File: config.mk
export PLATFORM = sky130hd
export DESIGN_NAME = led_matrix_scanner
export DESIGN_NICKNAME = d
export VERILOG_FILES = /design/src/rtl/led_matrix_scanner.sv
export SDC_FILE = /design/constraint.sdc
export NUM_CORES = 1
export LEC_CHECK = 0
export ABC_CLOCK_PERIOD_IN_PS = 8500
export BUFFER_PORTS_ARGS = -buffer_cell sky130_fd_sc_hd__buf_4
export CAP_MARGIN = 20
export CORE_UTILIZATION = 50
export CTS_CLUSTER_DIAMETER = 120
export CTS_CLUSTER_SIZE = 40
export DETAILED_ROUTE_END_ITERATION = 8
export GPL_TIMING_DRIVEN = 0
export PLACE_DENSITY = 0.76
export SYNTH_ARGS = -nofsm -noshare
export SYNTH_HDL_FRONTEND = slang
export SYNTH_SLANG_ARGS = --single-unit
File: constraint.sdc
create_clock -name clk -period 8.5 [get_ports clk]
set_clock_uncertainty 0.05 [all_clocks]
set_input_delay 0.425 -clock clk [delete_from_list [all_inputs] [get_ports clk]]
set_output_delay 0.425 -clock clk [all_outputs]
set_load 0.1 [all_outputs]
File: src/rtl/led_matrix_scanner.sv
// Multiplexed LED row/column scanner with per-row PWM, night dimming and inter-row blanking.
// Define LED_MATRIX_DOUBLE_BUFFER_EN for separate front/back frame buffers with commit/swap.
module led_matrix_scanner #(
    parameter int unsigned ROWS     = 4,
    parameter int unsigned COLS     = 10,
    parameter int unsigned PWM_BITS = 4,
    parameter int unsigned DIV_BITS = 16,
    parameter int unsigned RB       = $clog2(ROWS)
) (
    input  logic                clk,
    input  logic                reset,
    input  logic [DIV_BITS-1:0] tick_div,
    input  logic [PWM_BITS-1:0] brightness,
    input  logic                daylight,
    input  logic                wr_en,
    input  logic [RB-1:0]       wr_row,
    input  logic [COLS-1:0]     wr_data,
    input  logic                commit,
    output logic [ROWS-1:0]     row_en,
    output logic [COLS-1:0]     col_sink,
    output logic                frame_start,
    output logic                commit_busy
);

    localparam int unsigned RW = $clog2(ROWS);
    localparam logic [RW-1:0] LAST_ROW = RW'(ROWS - 1);
    localparam logic [PWM_BITS-1:0] PWM_MAX = '1;

    typedef enum logic {
        BLANK = 1'b0,
        DRIVE = 1'b1
    } state_t;

    state_t              state_q, state_d;
    logic [RW-1:0]       row_q, row_d;
    logic [PWM_BITS-1:0] pwm_q, pwm_d;
    logic                night_q, night_d;
    logic [DIV_BITS-1:0] div_q;
    logic [DIV_BITS-1:0] div_limit;
    logic                tick;
    logic                frame_end;
    logic [PWM_BITS-1:0] eff;
    logic [COLS-1:0]     front_row;
    logic [ROWS-1:0]     row_en_d;
    logic [COLS-1:0]     col_sink_d;
    logic                frame_start_d;
    logic                wr_ok;
    logic [RW-1:0]       wr_idx;

    assign wr_ok  = wr_en && (32'(wr_row) < ROWS);
    assign wr_idx = RW'(wr_row);

    // Prescaler: a counter at or past the terminal value ticks and wraps, so a shrinking tick_div recovers in one cycle
    assign div_limit = (tick_div == '0) ? '0 : tick_div - DIV_BITS'(1);
    assign tick      = (div_q >= div_limit);

    always_ff @(posedge clk) begin
        if (reset) begin
            div_q <= '0;
        end else begin
            div_q <= tick ? '0 : div_q + DIV_BITS'(1);
        end
    end

    always_ff @(posedge clk) begin
        if (reset) begin
            state_q     <= BLANK;
            row_q       <= '0;
            pwm_q       <= '0;
            night_q     <= 1'b0;
            row_en      <= '0;
            col_sink    <= '0;
            frame_start <= 1'b0;
        end else begin
            state_q     <= state_d;
            row_q       <= row_d;
            pwm_q       <= pwm_d;
            night_q     <= night_d;
            row_en      <= row_en_d;
            col_sink    <= col_sink_d;
            frame_start <= frame_start_d;
        end
    end

    // Next state plus the output values registered alongside it
    always_comb begin
        state_d       = state_q;
        row_d         = row_q;
        pwm_d         = pwm_q;
        night_d       = night_q;
        frame_end     = 1'b0;
        frame_start_d = 1'b0;
        row_en_d      = '0;
        col_sink_d    = '0;
        eff           = '0;

        if (tick) begin
            unique case (state_q)
                BLANK: begin
                    state_d       = DRIVE;
                    pwm_d         = '0;
                    night_d       = ~daylight;
                    frame_start_d = (row_q == '0);
                end
                DRIVE: begin
                    if (pwm_q == PWM_MAX) begin
                        state_d   = BLANK;
                        frame_end = (row_q == LAST_ROW);
                        row_d     = frame_end ? '0 : row_q + RW'(1);
                    end else begin
                        pwm_d = pwm_q + PWM_BITS'(1);
                    end
                end
            endcase
        end

        eff = night_d ? (brightness >> 2) : brightness;
        if (state_d == DRIVE) begin
            for (int i = 0; i < ROWS; i++) begin
                row_en_d[i] = (row_d == RW'(i));
            end
            col_sink_d = front_row & {COLS{pwm_d < eff}};
        end
    end

`ifdef LED_MATRIX_DOUBLE_BUFFER_EN
    logic [COLS-1:0] buf_q [2][ROWS];
    logic            sel_q;
    logic            pending_q;

    assign front_row   = buf_q[sel_q][row_d];
    assign commit_busy = pending_q;

    // Writes always land in the buffer that is not displayed; the swap just flips the pointer
    always_ff @(posedge clk) begin
        if (reset) begin
            for (int r = 0; r < ROWS; r++) begin
                buf_q[0][r] <= '0;
                buf_q[1][r] <= '0;
            end
            sel_q     <= 1'b0;
            pending_q <= 1'b0;
        end else begin
            if (wr_ok) begin
                buf_q[~sel_q][wr_idx] <= wr_data;
            end
            if (frame_end && pending_q) begin
                sel_q <= ~sel_q;
            end
            pending_q <= pending_q ? ~frame_end : commit;
        end
    end
`else
    logic [COLS-1:0] buf_q [ROWS];
    logic            unused_commit;

    assign front_row     = buf_q[row_d];
    assign commit_busy   = 1'b0;
    assign unused_commit = commit ^ frame_end;

    always_ff @(posedge clk) begin
        if (reset) begin
            for (int r = 0; r < ROWS; r++) begin
                buf_q[r] <= '0;
            end
        end else if (wr_ok) begin
            buf_q[wr_idx] <= wr_data;
        end
    end
`endif

endmodule

==> key figures <==
Worst setup path
  • R2R Path Start: div_q[2]$_SDFF_PP0_
  • Worst reg-to-reg path cell count: 15
  • CP Data Required Time: 8.69 ns
  • Crit path kind: primary input to flip-flop
  • Slowest stage cell on the critical path: or4_1
  • Worst Setup End Kind: flip-flop
  • CP Max Fanout: 10
  • Largest stage delay on the critical path: 0.57 ns
  • Worst R2R Setup Slack: 4.64 ns
  • Worst R2R End: col_sink[6]$_SDFF_PP0_
  • CP startpoint kind: primary input
  • CP Cell Sequence: buf_4 -> or4_1 -> nor2_1 -> nand4_1 -> clkbuf_1 -> nand2_1 -> ha_1 -> a211oi_1 -> o21ai_1 -> a211oi_2 -> o21ai_2 -> or2b_1 -> nor2_1 -> a21oi_1 -> nand2_1 -> ha_1 -> a21o_1 -> a211oi_1 -> o211ai_1 -> o21bai_2 -> a311oi_1
  • Arr. time, crit path: 5.20 ns

Route
  • Vias: 3,181
  • Vias per cell: 5.38
  • Detailed-route wire length: 8750 um
  • DR iter-0 viols: 75
  • # DRC: 0
  • TritonRoute pass-1 iters: 4
  • DRT antenna net count: 0
  • WL per Instance: 14.8 um

Final layout
  • Fill count: 700
  • Area Growth Syn to Fin: 16.5%
  • Final-stage net count: 543
  • Proportion of layout cells with a drive suffix above 1: 19.3%
  • Ant. Diodes: 0
  • Non-Filler Instances: 591

Clocking
  • Clock transition at path regs: 0.09 ns
  • Num Clock Sinks: 79
  • Htree depth: 3
  • Post_cts resized: 0
  • Clk buf depth: 2
  • CTS tree: built
  • CTS root buffer: clkbuf_8
  • TritonCTS Buffers: 9
  • Setup bufs post-CTS: 0
  • Clk Latency, worst-skew pair: 0.36 ns
  • Cts hold-fix bufs: 0

Synthesis
  • Synth top area cells: edfxtp_1 (28%), dfxtp_1 (18%), ha_1 (7.4%), and2_1 (6.5%), nand2_1 (5.0%)
  • Post-synth top area share: 28.5%
  • #FFs+latches synth: 79
  • Async S/R FF share, synth: 0%
  • Sequential element share of the synthesized area: 46.9%
  • Most frequent cells after synthesis: nand2_1 (56), and2_1 (44), edfxtp_1 (40), dfxtp_1 (39), nor2_1 (36)
  • Most common cell in the synthesized netlist: nand2_1
  • Syn Nets: 483
  • Post-synth EDFFs: 40
  • Area leader, netlist: edfxtp_1
  • Cell Area, Synth: 0.00422 mm2
  • Distinct cell type count after synthesis: 50
  • Most used DFF post-synth: edfxtp_1
  • YS warnings: 0
  • Syn_area_per_cell: 10.0 um2
  • Syn Inst Count: 421

Floorplan
  • Ports: 53
  • Core area: 0.00818 mm2
  • Die Width: 93.9 um
  • Chip height: 93.9 um
  • Die ar.: 0.00881 mm2
  • Placement Rows: 33
  • Starting Density: 51.6%

Pwr
  • P_leak: 2.02 nW
  • Peak VDD IR: 0.128 mV
  • PD cells: 154 mW/mm2

GRT
  • Total GRT Usage: 22.3%
  • Met2 usage: 38.3%
  • Global route hottest layer: met2
  • Largest net degree at the start of global routing: 15
  • Initial antenna violation count: 0
  • Met3 usage: 4.53%
  • Number of global-route vias before repair: 3,214
  • Gr ovfl total: 0
  • Met1 Use GR: 27.4%
  • First-pass GRT wire length: 14,900 um

Timing
  • Final slew viol count: 0
  • Achievable Freq: 199 MHz
  • Final period utilization: 59.0%
  • Setup_tns: 0 ns
  • Least-Margin Pin Slew: 0.536 ns
  • Max-slew headroom: 64.3%
  • Unrepaired setup endpoints after global routing: false
  • Minimum clock period after layout: 5.01 ns
  • Finish-stage setup viols: 0
  • Worst Hold Slack: 0.307 ns
  • Hold Vio Cnt, Final: 0

Placed design
  • Post-DP HPWL: 6360 um
  • Port-buffer cells: 49
  • Inst Count DP: 575
  • GP Congestion: 0.823

Hold path
  • WHS Path Cells: 2
  • Start point of the worst hold path: wr_data[2]
  • Hold Crit Endpoint: buf_q[0][2]$_SDFFCE_PN0P_
  • Worst hold path class: primary input to flip-flop

Outcome
  • Outcome: completed

Job
  • Max Cap Violations: 0
==> worst max-delay path, delay by kind of cell <==
kind	cells	cell delay, ns
AND/OR/NAND/NOR	7	1.48
AO/OA/AOI/OAI	10	2.31
adder cells (fa/ha/maj)	2	0.53
buffers and inverters	2	0.43
==> worst max-delay path by stage <==
| stage | from | to | slack (ns) | cells past startpoint |
|---|---|---|---|---|
| finish | tick_div[11] | col_sink[6]$_SDFF_PP0_ | 3.49 | 21 |
| detailed placement | tick_div[5] | col_sink[6]$_SDFF_PP0_ | 3.08 | 21 |
| global placement | tick_div[5] | col_sink[6]$_SDFF_PP0_ | 3.26 | 21 |
| CTS | tick_div[5] | col_sink[6]$_SDFF_PP0_ | 3.45 | 21 |
| global route | tick_div[5] | col_sink[6]$_SDFF_PP0_ | 3.13 | 21 |
| floorplan | tick_div[11] | col_sink[0]$_SDFF_PP0_ | 4.06 | 20 |
==> flip-flops by register name (all words and copies together) (netlist names) <==
signal,count
buf_q,40
night_q,1
row_q,2
col_sink,10
frame_start,1
pwm_q,4
row_en,4
state_q,1
div_q,16
==> kinds of logic (layout without fill, tap and decap cells) <==
| family | after synthesis | count (layout) | share of synthesized area (%) |
|---|---|---|---|
| muxes | 2 | 2 | 0.771 |
| DFF | 79 | 79 | 46.9 |
| other | 1 | 1 | 0.0888 |
| adders and majority gates | 25 | 25 | 7.41 |
| and+or+nand+nor | 194 | 194 | 23.4 |
| AOI/OAI and AO/OA | 66 | 66 | 12.3 |
| buffers and inverters | 27 | 92 | 3.53 |
| xor gates and xnor gates | 27 | 27 | 5.60 |
==> power by group <==
group / total, W / internal (W) / switching, W
combinational: 0.0000597 / 0.0000269 / 0.0000328
clock: 0.000278 / 0.000136 / 0.000142
sequential: 0.000422 / 0.000416 / 0.00000572
==> placed cells by master (no fill, tap or decap), types with 3 or more instances in the layout <==
master,synthesis,layout
xor2_1,18,18
nor3_1,5,5
o211ai_1,3,3
a21boi_1,10,10
xnor2_1,9,9
dfxtp_1,39,39
nor2b_1,10,10
edfxtp_1,40,40
o21ai_0,6,6
nand3_1,10,10
ha_1,25,25
a211oi_2,8,8
a21oi_1,10,10
and3_1,9,9
buf_6,3,3
nor4_1,3,3
inv_1,7,7
a311oi_1,10,10
nand2b_1,6,6
clkbuf_1,11,11
and2_1,44,44
a211oi_1,6,6
buf_4,1,50
nand2_1,56,56
buf_2,4,4
nand4_1,4,4
nor2_1,36,36
clkbuf_8,0,9
==> through the flow <==
step	power, W	util (%)	cell area, um2	setup WS (ns)
after floorplan	0.000463	-	4220	4.06
after global placement	0.000487	57.7	4720	3.26
after detailed placement	0.000491	57.7	4720	3.08
after CTS	0.000762	60.1	4920	3.45
after global routing	0.000787	60.1	4920	3.13
final	0.000759	60.1	4920	3.49
==> final cells by class <==
cell class / instances / area (um2) / share of cell area, %
Tap cell: 105 / 131 / 2.67
Timing Repair Buffer: 49 / 368 / 7.48
Multi-Input combinational cell: 315 / 2090 / 42.5
Clock buffer: 9 / 124 / 2.52
Sequential cell: 79 / 1980 / 40.3
Buffer: 20 / 123 / 2.49
Clock inverter: 7 / 72.6 / 1.48
Inverter: 7 / 26.3 / 0.534
==> per-layer routing <==
layer | part of all wire [%] | wire length, um | vias up
li1 | - | - | 1596
met1 | 44 | 3840 | 1509
met2 | 51 | 4440 | 64
met3 | 3.8 | 336 | 12
met4 | 1.6 | 136 | 0
met5 | 0 | 0 | -
Note: power is estimated with default switching activity, not from simulation.
